`src/rtl/fl_mark_pkg.sv`:
```
// rtl/fl_mark_pkg.sv - shared types and sizing helpers for the FrameLink mark extractor
package fl_mark_pkg;

  typedef enum logic [1:0] {
    ST_PRE,
    ST_MARK,
    ST_PASS
  } t_fl_state;

  function automatic int words(input int bytes, input int dw);
    return bytes / (dw / 8);
  endfunction

  function automatic int FL_REM_W(input int dw);
    return (dw / 8 > 1) ? $clog2(dw / 8) : 1;
  endfunction

endpackage

```
`src/rtl/fl_mark_extract_if.sv`:
```
// rtl/fl_mark_extract_if.sv - FrameLink stream bundle with source (master) and sink (slave) views
interface fl_mark_extract_if import fl_mark_pkg::*; #(
  parameter int DATA_WIDTH = 32
);
  localparam int REM_W = FL_REM_W(DATA_WIDTH);

  logic [DATA_WIDTH-1:0] DATA;
  logic [REM_W-1:0]      REM;
  logic                  SOF_N;
  logic                  EOF_N;
  logic                  SOP_N;
  logic                  EOP_N;
  logic                  SRC_RDY_N;
  logic                  DST_RDY_N;

  modport master (output DATA, REM, SOF_N, EOF_N, SOP_N, EOP_N, SRC_RDY_N, input DST_RDY_N);
  modport slave  (input DATA, REM, SOF_N, EOF_N, SOP_N, EOP_N, SRC_RDY_N, output DST_RDY_N);

endinterface

```
`src/rtl/fl_mark_shreg.sv`:
```
// rtl/fl_mark_shreg.sv - mark shift register; words enter at the top so the first word ends in the LSBs
module fl_mark_shreg #(
  parameter int DATA_WIDTH = 32,
  parameter int MARK_W     = 32
) (
  input  logic                  clk_i,
  input  logic                  rst_i,
  input  logic                  load_i,
  input  logic                  last_i,
  input  logic                  next_i,
  input  logic [DATA_WIDTH-1:0] data_i,
  output logic [MARK_W-1:0]     mark_o,
  output logic                  vld_o
);

  logic [MARK_W-1:0] mark_q, mark_d, shifted;
  logic              vld_q, vld_d;

  generate
    if (MARK_W > DATA_WIDTH) begin : g_shift
      assign shifted = {data_i, mark_q[MARK_W-1:DATA_WIDTH]};
    end else begin : g_single
      assign shifted = data_i;
    end
  endgenerate

  // Completing a new mark wins over the clear of the one being handed off.
  always_comb begin
    mark_d = load_i ? shifted : mark_q;
    vld_d  = vld_q;
    if (last_i) begin
      vld_d = 1'b1;
    end else if (next_i && vld_q) begin
      vld_d = 1'b0;
    end
  end

  always_ff @(posedge clk_i) begin
    if (rst_i) begin
      mark_q <= '0;
      vld_q  <= 1'b0;
    end else begin
      mark_q <= mark_d;
      vld_q  <= vld_d;
    end
  end

  assign mark_o = mark_q;
  assign vld_o  = vld_q;

endmodule

```
`src/rtl/fl_mark_extract.sv`:
```
// rtl/fl_mark_extract.sv - strips a fixed mark from the first FrameLink part and presents it on MARK.
// Define FL_MARK_EXTRACT_KEEP_EN to capture the mark while still forwarding it on TX.
module fl_mark_extract import fl_mark_pkg::*; #(
  parameter int DATA_WIDTH = 32,
  parameter int OFFSET     = 0,
  parameter int MARK_SIZE  = 4
) (
  input  logic                   CLK,
  input  logic                   RESET,
  fl_mark_extract_if.slave       RX,
  fl_mark_extract_if.master      TX,
  output logic [MARK_SIZE*8-1:0] MARK,
  output logic                   MARK_VLD,
  input  logic                   MARK_NEXT,
  output logic                   MARK_ERR
);

  localparam int W     = words(OFFSET, DATA_WIDTH);
  localparam int N     = words(MARK_SIZE, DATA_WIDTH);
  localparam int CNT_W = $clog2(W + N + 1);
  localparam logic [CNT_W-1:0] PRE_LAST  = CNT_W'((W == 0) ? 0 : W - 1);
  localparam logic [CNT_W-1:0] MARK_LAST = CNT_W'(W + N - 1);
  localparam t_fl_state ST_START = (W == 0) ? ST_MARK : ST_PRE;

  t_fl_state        state_q, state_d;
  logic [CNT_W-1:0] cnt_q, cnt_d;
  logic             err_q, err_d;
  logic             rx_dst_rdy_n, rx_xfer, absorb, stall;
  logic             mark_load, mark_last;

  // A mark word that ends the part is not mark data; it travels on like a pass word.
  assign absorb       = (state_q == ST_MARK) & RX.EOP_N;
  assign stall        = MARK_VLD & ~MARK_NEXT;
  assign rx_xfer      = ~RX.SRC_RDY_N & ~rx_dst_rdy_n;
  assign RX.DST_RDY_N = rx_dst_rdy_n;

  assign TX.DATA  = RX.DATA;
  assign TX.REM   = RX.REM;
  assign TX.EOF_N = RX.EOF_N;
  assign TX.EOP_N = RX.EOP_N;

`ifdef FL_MARK_EXTRACT_KEEP_EN
  assign rx_dst_rdy_n = TX.DST_RDY_N | (absorb & stall);
  assign TX.SRC_RDY_N = RESET | RX.SRC_RDY_N | (absorb & stall);
  assign TX.SOF_N     = RX.SOF_N;
  assign TX.SOP_N     = RX.SOP_N;
`else
  logic sof_pend_q, sof_pend_d, sop_pend_q, sop_pend_d, tx_xfer;

  assign rx_dst_rdy_n = absorb ? stall : TX.DST_RDY_N;
  assign TX.SRC_RDY_N = RESET | absorb | RX.SRC_RDY_N;
  assign TX.SOF_N     = RX.SOF_N & ~sof_pend_q;
  assign TX.SOP_N     = RX.SOP_N & ~sop_pend_q;
  assign tx_xfer      = ~TX.SRC_RDY_N & ~TX.DST_RDY_N;

  // With the mark at the very start, the delimiters of the dropped words move to the next sent word.
  always_comb begin
    sof_pend_d = sof_pend_q & ~tx_xfer;
    sop_pend_d = sop_pend_q & ~tx_xfer;
    if ((W == 0) && rx_xfer && absorb) begin
      if (!RX.SOF_N) sof_pend_d = 1'b1;
      if (!RX.SOP_N) sop_pend_d = 1'b1;
    end
  end

  always_ff @(posedge CLK) begin
    if (RESET) begin
      sof_pend_q <= 1'b0;
      sop_pend_q <= 1'b0;
    end else begin
      sof_pend_q <= sof_pend_d;
      sop_pend_q <= sop_pend_d;
    end
  end
`endif

  always_comb begin
    state_d   = state_q;
    cnt_d     = cnt_q;
    err_d     = 1'b0;
    mark_load = 1'b0;
    mark_last = 1'b0;
    if (rx_xfer) begin
      if (state_q != ST_PASS) cnt_d = cnt_q + 1'b1;
      case (state_q)
        ST_PRE: begin
          if (!RX.EOF_N)               state_d = ST_START;
          else if (!RX.EOP_N)          state_d = ST_PASS;
          else if (cnt_q == PRE_LAST)  state_d = ST_MARK;
        end
        ST_MARK: begin
          if (!RX.EOP_N) begin
            err_d   = 1'b1;
            state_d = !RX.EOF_N ? ST_START : ST_PASS;
          end else begin
            mark_load = 1'b1;
            if (cnt_q == MARK_LAST) begin
              mark_last = 1'b1;
              state_d   = ST_PASS;
            end
          end
        end
        ST_PASS: begin
          if (!RX.EOF_N) state_d = ST_START;
        end
        default: state_d = ST_START;
      endcase
      if (!RX.EOF_N) cnt_d = '0;
    end
  end

  always_ff @(posedge CLK) begin
    if (RESET) begin
      state_q <= ST_START;
      cnt_q   <= '0;
      err_q   <= 1'b0;
    end else begin
      state_q <= state_d;
      cnt_q   <= cnt_d;
      err_q   <= err_d;
    end
  end

  assign MARK_ERR = err_q;

  fl_mark_shreg #(
    .DATA_WIDTH (DATA_WIDTH),
    .MARK_W     (MARK_SIZE * 8)
  ) u_shreg (
    .clk_i  (CLK),
    .rst_i  (RESET),
    .load_i (mark_load),
    .last_i (mark_last),
    .next_i (MARK_NEXT),
    .data_i (RX.DATA),
    .mark_o (MARK),
    .vld_o  (MARK_VLD)
  );

endmodule

```
`src/flat_wrapper.sv`:
```
// flat-port wrapper written by rule: the top's interface ports become plain ports
module fl_mark_extract_flat import fl_mark_pkg::*;
#(
  parameter int DATA_WIDTH = 32,
  parameter int OFFSET     = 0,
  parameter int MARK_SIZE  = 4
)
  (CLK, RESET, MARK, MARK_VLD, MARK_NEXT, MARK_ERR, RX_DATA, RX_REM, RX_SOF_N, RX_EOF_N, RX_SOP_N, RX_EOP_N, RX_SRC_RDY_N, RX_DST_RDY_N, TX_DATA, TX_REM, TX_SOF_N, TX_EOF_N, TX_SOP_N, TX_EOP_N, TX_SRC_RDY_N, TX_DST_RDY_N);
  fl_mark_extract_if #(.DATA_WIDTH(DATA_WIDTH)) RX_i ();
  fl_mark_extract_if #(.DATA_WIDTH(DATA_WIDTH)) TX_i ();
  input  logic CLK;
  input  logic RESET;
  output logic [MARK_SIZE*8-1:0] MARK;
  output logic MARK_VLD;
  input  logic MARK_NEXT;
  output logic MARK_ERR;
  input wire logic [$bits(RX_i.DATA)-1:0] RX_DATA;
  input wire logic [$bits(RX_i.REM)-1:0] RX_REM;
  input wire logic [$bits(RX_i.SOF_N)-1:0] RX_SOF_N;
  input wire logic [$bits(RX_i.EOF_N)-1:0] RX_EOF_N;
  input wire logic [$bits(RX_i.SOP_N)-1:0] RX_SOP_N;
  input wire logic [$bits(RX_i.EOP_N)-1:0] RX_EOP_N;
  input wire logic [$bits(RX_i.SRC_RDY_N)-1:0] RX_SRC_RDY_N;
  output wire logic [$bits(RX_i.DST_RDY_N)-1:0] RX_DST_RDY_N;
  output wire logic [$bits(TX_i.DATA)-1:0] TX_DATA;
  output wire logic [$bits(TX_i.REM)-1:0] TX_REM;
  output wire logic [$bits(TX_i.SOF_N)-1:0] TX_SOF_N;
  output wire logic [$bits(TX_i.EOF_N)-1:0] TX_EOF_N;
  output wire logic [$bits(TX_i.SOP_N)-1:0] TX_SOP_N;
  output wire logic [$bits(TX_i.EOP_N)-1:0] TX_EOP_N;
  output wire logic [$bits(TX_i.SRC_RDY_N)-1:0] TX_SRC_RDY_N;
  input wire logic [$bits(TX_i.DST_RDY_N)-1:0] TX_DST_RDY_N;
  assign RX_i.DATA = RX_DATA;
  assign RX_i.REM = RX_REM;
  assign RX_i.SOF_N = RX_SOF_N;
  assign RX_i.EOF_N = RX_EOF_N;
  assign RX_i.SOP_N = RX_SOP_N;
  assign RX_i.EOP_N = RX_EOP_N;
  assign RX_i.SRC_RDY_N = RX_SRC_RDY_N;
  assign RX_DST_RDY_N = RX_i.DST_RDY_N;
  assign TX_DATA = TX_i.DATA;
  assign TX_REM = TX_i.REM;
  assign TX_SOF_N = TX_i.SOF_N;
  assign TX_EOF_N = TX_i.EOF_N;
  assign TX_SOP_N = TX_i.SOP_N;
  assign TX_EOP_N = TX_i.EOP_N;
  assign TX_SRC_RDY_N = TX_i.SRC_RDY_N;
  assign TX_i.DST_RDY_N = TX_DST_RDY_N;
  fl_mark_extract #(.DATA_WIDTH(DATA_WIDTH), .OFFSET(OFFSET), .MARK_SIZE(MARK_SIZE)) u_core (.CLK(CLK), .RESET(RESET), .RX(RX_i), .TX(TX_i), .MARK(MARK), .MARK_VLD(MARK_VLD), .MARK_NEXT(MARK_NEXT), .MARK_ERR(MARK_ERR));
endmodule
```
`config.mk`:
```
export PLATFORM = sky130hd
export DESIGN_NAME = fl_mark_extract_flat
export DESIGN_NICKNAME = d
export VERILOG_FILES = /design/src/rtl/fl_mark_pkg.sv /design/src/rtl/fl_mark_extract_if.sv /design/src/rtl/fl_mark_shreg.sv /design/src/rtl/fl_mark_extract.sv /design/src/flat_wrapper.sv
export SDC_FILE = /design/constraint.sdc
export NUM_CORES = 1
export LEC_CHECK = 0
export BUFFER_PORTS_ARGS = -buffer_cell sky130_fd_sc_hd__buf_2
export CORE_MARGIN = 2
export CORE_UTILIZATION = 40
export CTS_CLUSTER_SIZE = 40
export DETAILED_ROUTE_END_ITERATION = 6
export PLACE_DENSITY_LB_ADDON = 0.2
export REMOVE_ABC_BUFFERS = 1
export SYNTH_ARGS = -nofsm -noshare
export SYNTH_HDL_FRONTEND = slang
export SYNTH_SLANG_ARGS = --single-unit
```
`constraint.sdc`:
```
create_clock -name CLK -period 1.69 [get_ports CLK]
set_input_delay 0.169 -clock CLK [delete_from_list [all_inputs] [get_ports CLK]]
set_output_delay 0.169 -clock CLK [all_outputs]
set_load 0.01 [all_outputs]
```
==> flow_metrics.env, run 1 <==
export IMPL_fin_ws_ps=104
export IMPL_worstSetupEndpointType="output port"
export IMPL_cts_htree_levels=2
export IMPL_dp_slack_ps=195
export IMPL_p_leak_uw=0.00108
export IMPL_ys_types=27
export IMPL_vdd_drop_max_mv=0.371
export IMPL_syn_area_sq_um=1770
export IMPL_synth_avg_cell_area_sq_um=8.18
export IMPL_syn_inst=216
export IMPL_fin_crit_sh_pct=93.8
export IMPL_drive_above_1_share_pct=43.7
export IMPL_final_hold_viol_count=0
export IMPL_synth_seq_cells=39
export IMPL_pwr_share_clk_pct=30.3
export IMPL_grt_overflow_total=0
export IMPL_num_rows=24
export IMPL_synth_async_sr_flop_share_pct=0
export IMPL_port_buffers=112
export IMPL_ios=117
export IMPL_yosysSeqAreaShare_pct=44.2
export IMPL_design_core_area_sq_um=4290
export IMPL_cts_sinks=39
export IMPL_worst_pin_slew_ps=480
export IMPL_fin_skew_ps=3.08
export IMPL_tns_ps=0
export IMPL_cts_root_buf="clkbuf_8"
export IMPL_slowest_stage="dfxtp_1"
export IMPL_final_antenna_net_count=0
export IMPL_postCtsSetupRepairBufs=0
export IMPL_die_h_um=70.5
export IMPL_crit_chain="nand3b_4 -> mux2i_4 -> inv_1 -> buf_2"
export IMPL_fin_cells=345
export IMPL_power_uw=2010
export IMPL_pwr_share_seq_pct=50.0
export IMPL_grt_first_pass_wirelength_um=6320
export IMPL_grt_pass1_vias=1442
export IMPL_die_w_um=70.5
export IMPL_clockBufferDepth=2
export IMPL_crit_arrival_ps=1420
export IMPL_slew_violations=0
export IMPL_max_slew_margin_pct=67.9
export IMPL_cts_resized=0
export IMPL_ctsHoldBuffers=0
export IMPL_drtIter0Drc=77
export IMPL_worstPathMaxFanout=6
export IMPL_nets=335
export IMPL_layout_commonest_cell="buf_2"
export IMPL_hold_class="in -> reg"
export IMPL_grt_usage_pct=15.7
export IMPL_path_class="reg -> out"
export IMPL_initial_core_util_pct=41.1
export IMPL_antennaDiodeCount=0
export IMPL_routedWlPerCell_um=11.6
export IMPL_layout_min_cycle_time_ps=1590
export IMPL_via_count=1602
export IMPL_startpoint_type="flip-flop"
export IMPL_clkSlewWorstSetupHoldPaths_ps=70
export IMPL_viasPerCell=4.64
export IMPL_dpl_hpwl_um=2980
export IMPL_outcome="complete, no violations"
export IMPL_max_cap_viol_count=0
export IMPL_grt_max_degree=42
export IMPL_routed_wl_um=4010
export IMPL_intPower_uw=1440
export IMPL_layout_common_cells="buf_2, nand2_1, dfxtp_1"
export IMPL_synth_edf_count=0
export IMPL_crit_required_ps=1520
export IMPL_p_per_area_nw_per_um2=920
export IMPL_cts_tree="built"
export IMPL_setup_violations=0
export IMPL_dieArea_sq_um=4960
export IMPL_firstDrtPassIters=4
export IMPL_fmax_mhz=631
export IMPL_ys_warn_count=0
export IMPL_gp_congestion=0.803
export IMPL_dp_cells=337
export IMPL_p_sw_share_pct=28.7
export IMPL_switchingPower_uw=577
export IMPL_combPwrFrac_pct=19.7
export IMPL_cts_buffers=5
export IMPL_max_stage_delay_ps=420
export IMPL_clk_latency_ps=290
export IMPL_critPathTopFamily="flip-flops"
export IMPL_worst_path_buf_inv=2
export IMPL_synthToLayoutAreaGrowth_pct=23.8
export IMPL_drcViolationCount=0
export IMPL_antenna_found_initial=0
export IMPL_ys_flop_type="dfxtp_1"
==> cells in the mapped netlist (all sizes together) (2+ instances only) <==
master	count	share of area (%)
nand2	65	14
buf	43	18
dfxtp	39	44
a21oi	33	9.3
clkbuf	5	1.1
nor2	5	1.1
inv	3	0.64
mux2i	3	1.9
nor2b	3	1.1
a2bb2oi	2	0.99
nor3	2	0.85
or3	2	0.71
==> worst reg2reg max path: cells and delay by family, from the launching register on <==
| kind | cells | cell delay, ps |
|---|---|---|
| AOI/OAI and AO/OA | 1 | 190 |
| and+or+nand+nor | 3 | 660 |
| DFF | 1 | 320 |
| buffers and inverters | 1 | 270 |
==> final cells by class <==
cell class,instances,area (sq um)
Tap cell,52,65.1
Fill cell,440,2110
Multi-Input combinational cell,126,647
Inverter,3,11.3
Clock inverter,2,12.5
Clock buffer,6,72.6
Sequential cell,39,781
Timing Repair Buffer,117,598
==> per-stage QoR <==
step	util, %	hold slack (ps)	area [sq um]
2_1_floorplan	-	238	1420
3_3_place_gp	48.7	338	2090
3_5_place_dp	48.7	338	2090
4_1_cts	50.7	113	2180
5_1_grt	50.9	113	2190
6_report	50.9	119	2190
==> cell families (layout without fill, tap and decap cells) <==
kind of cell           Yosys count  after routing  share of synthesized area (%)
AOI/OAI and AO/OA               41             41                           13.7
buffers and inverters           51            128                           20.0
muxes                            3              3                           1.91
and+or+nand+nor                 82             82                           20.1
DFF                             39             39                           44.2
==> path summary, 6_finish.rpt <==
| path | start | end | slack (ps) | depth (start not counted) |
|---|---|---|---|---|
| max | u_core.state_q[1] | RX_DST_RDY_N | 100 | 4 |
| min | RX_DATA[25] | u_core.u_shreg.mark_o[25] | 120 | 3 |
| max reg2reg | u_core.u_shreg.vld_o | u_core.sop_pend_q | 140 | 5 |
| min reg2reg | u_core.u_shreg.mark_o[25] | u_core.u_shreg.mark_o[25] | 450 | 2 |
==> power by group through the flow <==
stage          Combinational [uW]  Clock (uW)  Sequential [uW]
4_1_cts                       400         632             1010
6_report                      397         610             1010
3_3_place_gp                  395           0             1030
2_1_floorplan                 137           0             1050
3_5_place_dp                  399           0             1030
5_1_grt                       436         678             1020
==> flip-flops by register name, indices dropped and copies added (netlist names) <==
register	count
u_core.cnt_q	1
u_core.state_q	2
u_core.sof_pend_q	1
u_core.MARK_ERR	1
u_core.u_shreg.vld_o	1
u_core.u_shreg.mark_o	32
u_core.sop_pend_q	1
==> metal layers <==
metal	track usage (%)	share of wire, %
met2	27.9	48
met1	18.4	43
met4	5.13	1.3
met5	0	0
met3	4.04	8.2
Note: power is estimated with default switching activity, not from simulation.
==> run 2, diff against run 1 <==
- ABC_AREA: not set -> 1
- CTS_CLUSTER_SIZE: 40 -> 12
- PLACE_DENSITY: not set -> 0.84
- PLACE_DENSITY_LB_ADDON: 0.2 -> not set
==> run 2 against run 1 <==
  * Clock-buffer cell count down 1
  * Largest power group unchanged
  * Highest routed layer unchanged
  * Synthesized cell count grew 9.7%
  * Cell count is 5.8% higher
  * Via count rose by 1.6%
  * Utilization is 0.10 points lower
  * Register-to-register slack improved by 90 ps
==> flow_metrics.env, run 2 <==
export IMPL_outcome="complete, no violations"
export IMPL_grt_pass1_vias=1341
export IMPL_p_leak_uw=0.00116
export IMPL_fin_skew_ps=6.16
export IMPL_crit_arrival_ps=1340
export IMPL_syn_inst=237
export IMPL_cts_tree="built"
export IMPL_tns_ps=0
export IMPL_ios=117
export IMPL_yosysTopAreaCellShare_pct=42.7
export IMPL_ctsHoldBuffers=0
export IMPL_postCtsSetupRepairBufs=0
export IMPL_final_util_pct=50.8
export IMPL_layout_common_cells="buf_2, inv_1, dfxtp_1"
export IMPL_yosysSeqAreaShare_pct=42.7
export IMPL_antenna_found_initial=0
export IMPL_dieArea_sq_um=5130
export IMPL_fmax_mhz=663
export IMPL_max_slew_margin_pct=61.9
export IMPL_worstPathMaxFanout=5
export IMPL_viasPerCell=4.46
export IMPL_antennaDiodeCount=0
export IMPL_drtIter0Drc=59
export IMPL_slew_violations=0
export IMPL_synthTopCellsByCount="inv_1, dfxtp_1, buf_4"
export IMPL_gp_congestion=0.837
export IMPL_drcViolationCount=0
export IMPL_rsz0062_at_grt="no"
export IMPL_final_antenna_net_count=0
export IMPL_layout_commonest_cell="buf_2"
export IMPL_grt_first_pass_wirelength_um=5790
export IMPL_initial_core_util_pct=41.7
export IMPL_multi_input_area_sq_um=522
export IMPL_setup_violations=0
export IMPL_startpoint="u_core.state_q[1]"
export IMPL_p_per_area_nw_per_um2=1010
export IMPL_ys_flop_type="dfxtp_1"
export IMPL_design_core_area_sq_um=4380
export IMPL_layout_min_cycle_time_ps=1510
export IMPL_cts_root_buf="clkbuf_8"
export IMPL_rr_startpoint="u_core.state_q[0]"
export IMPL_startpoint_type="flip-flop"
export IMPL_drive_above_1_share_pct=39.9
export IMPL_largest_reg_flops=32
export IMPL_cts_htree_levels=2
export IMPL_path_class="reg -> out"
export IMPL_nets=355
export IMPL_ys_warn_count=0
export IMPL_synth_top_area_cell="dfxtp_1"
export IMPL_port_buffers=112
export IMPL_firstDrtPassIters=4
export IMPL_worstSetupEndpointType="output port"
export IMPL_yosys_cell_count_top_type="inv_1"
export IMPL_synthToLayoutAreaGrowth_pct=21.9
export IMPL_min_from="RESET"
export IMPL_placed_area_sq_um=2120
export IMPL_hold_class="in -> reg"
export IMPL_synth_edf_count=0
export IMPL_syn_area_sq_um=1830
export IMPL_final_hold_viol_count=0
export IMPL_max_cap_viol_count=0
export IMPL_seq_area_sq_um=781
export IMPL_synth_async_sr_flop_share_pct=0
export IMPL_fin_crit_sh_pct=89.3
export IMPL_fillers=448
export IMPL_grt_overflow_total=0
export IMPL_routedWlPerCell_um=9.88
export IMPL_dp_cells=357
export IMPL_cts_resized=0
export IMPL_ys_types=17
export IMPL_routed_wl_um=3610
export IMPL_worst_pin_slew_ps=572
export IMPL_grt_max_degree=66
export IMPL_num_rows=24
export IMPL_synth_area_leaders="dfxtp_1, buf_4, a21oi_1"
export IMPL_vdd_drop_max_mv=0.492
export IMPL_clkSlewWorstSetupHoldPaths_ps=80
export IMPL_dpl_hpwl_um=2710
export IMPL_die_h_um=71.6
export IMPL_clk_latency_ps=280
export IMPL_synth_avg_cell_area_sq_um=7.71
export IMPL_grt_usage_pct=14.2
export IMPL_cts_buffers=5
export IMPL_die_w_um=71.6
export IMPL_fin_cells=365
export IMPL_final_cell_area_sq_um=2230
export IMPL_crit_required_ps=1520
export IMPL_synth_seq_cells=39
export IMPL_via_count=1628
export IMPL_clockBufferDepth=2
export IMPL_cts_sinks=39
[run 2: logic make-up (layout without fill, tap and decap cells)]
kind of cell	count (synthesis)	in the layout	share of synthesized area, %
AO/OA/AOI/OAI	69	69	19.2
AND/OR/NAND/NOR	37	37	9.38
buffers and inverters	92	168	28.7
flip-flops	39	39	42.7
[run 2: worst max-delay path: stages, from the launching register on]
cell	delay, ps
dfxtp_1	440
inv_1	90
nand3_1	140
nand2_1	80
nand2_2	120
inv_1	60
buf_2	130
[run 2: final cells by class]
cell class	count	area share [%]
flip-flops and latches	39	35.0
repair buffers	114	25.8
multi-input cells	106	23.4
inverters	46	7.75
clock buffers	5	3.09
well taps	52	2.92
clock inverters	3	1.97
[run 2: metrics by stage]
step | total power (uW) | hold WS (ps) | setup slack, ps
after floorplan | 1280 | 238 | -66.2
after global placement | 1520 | 338 | 331
after detailed placement | 1530 | 338 | 242
after CTS | 2300 | 89.2 | 164
after global routing | 2400 | 93.7 | 58.8
final | 2260 | 102 | 181
[run 2: power breakdown]
part | switching [uW] | total [uW] | internal (uW)
combinational | 265 | 454 | 189
sequential | 46.7 | 1050 | 1000
clock | 317 | 756 | 439
total | 629 | 2260 | 1630
[run 2: worst paths after layout]
kind                                                  end  slack, ps  cells after the start
worst max register to register   u_core.u_shreg.mark_o[1]        230                      6
worst max-delay path                         RX_DST_RDY_N        180                      6
worst min-delay path                 u_core.u_shreg.vld_o        100                      2
worst min register to register  u_core.u_shreg.mark_o[16]        440                      2
[run 2: layer usage]
layer	vias to the layer above	global-route usage (%)	share of wire (%)
met5	-	0	0
li1	856	-	-
met4	0	5.03	1.4
met1	695	16.8	43
met3	6	4.78	8.4
met2	71	23.9	47
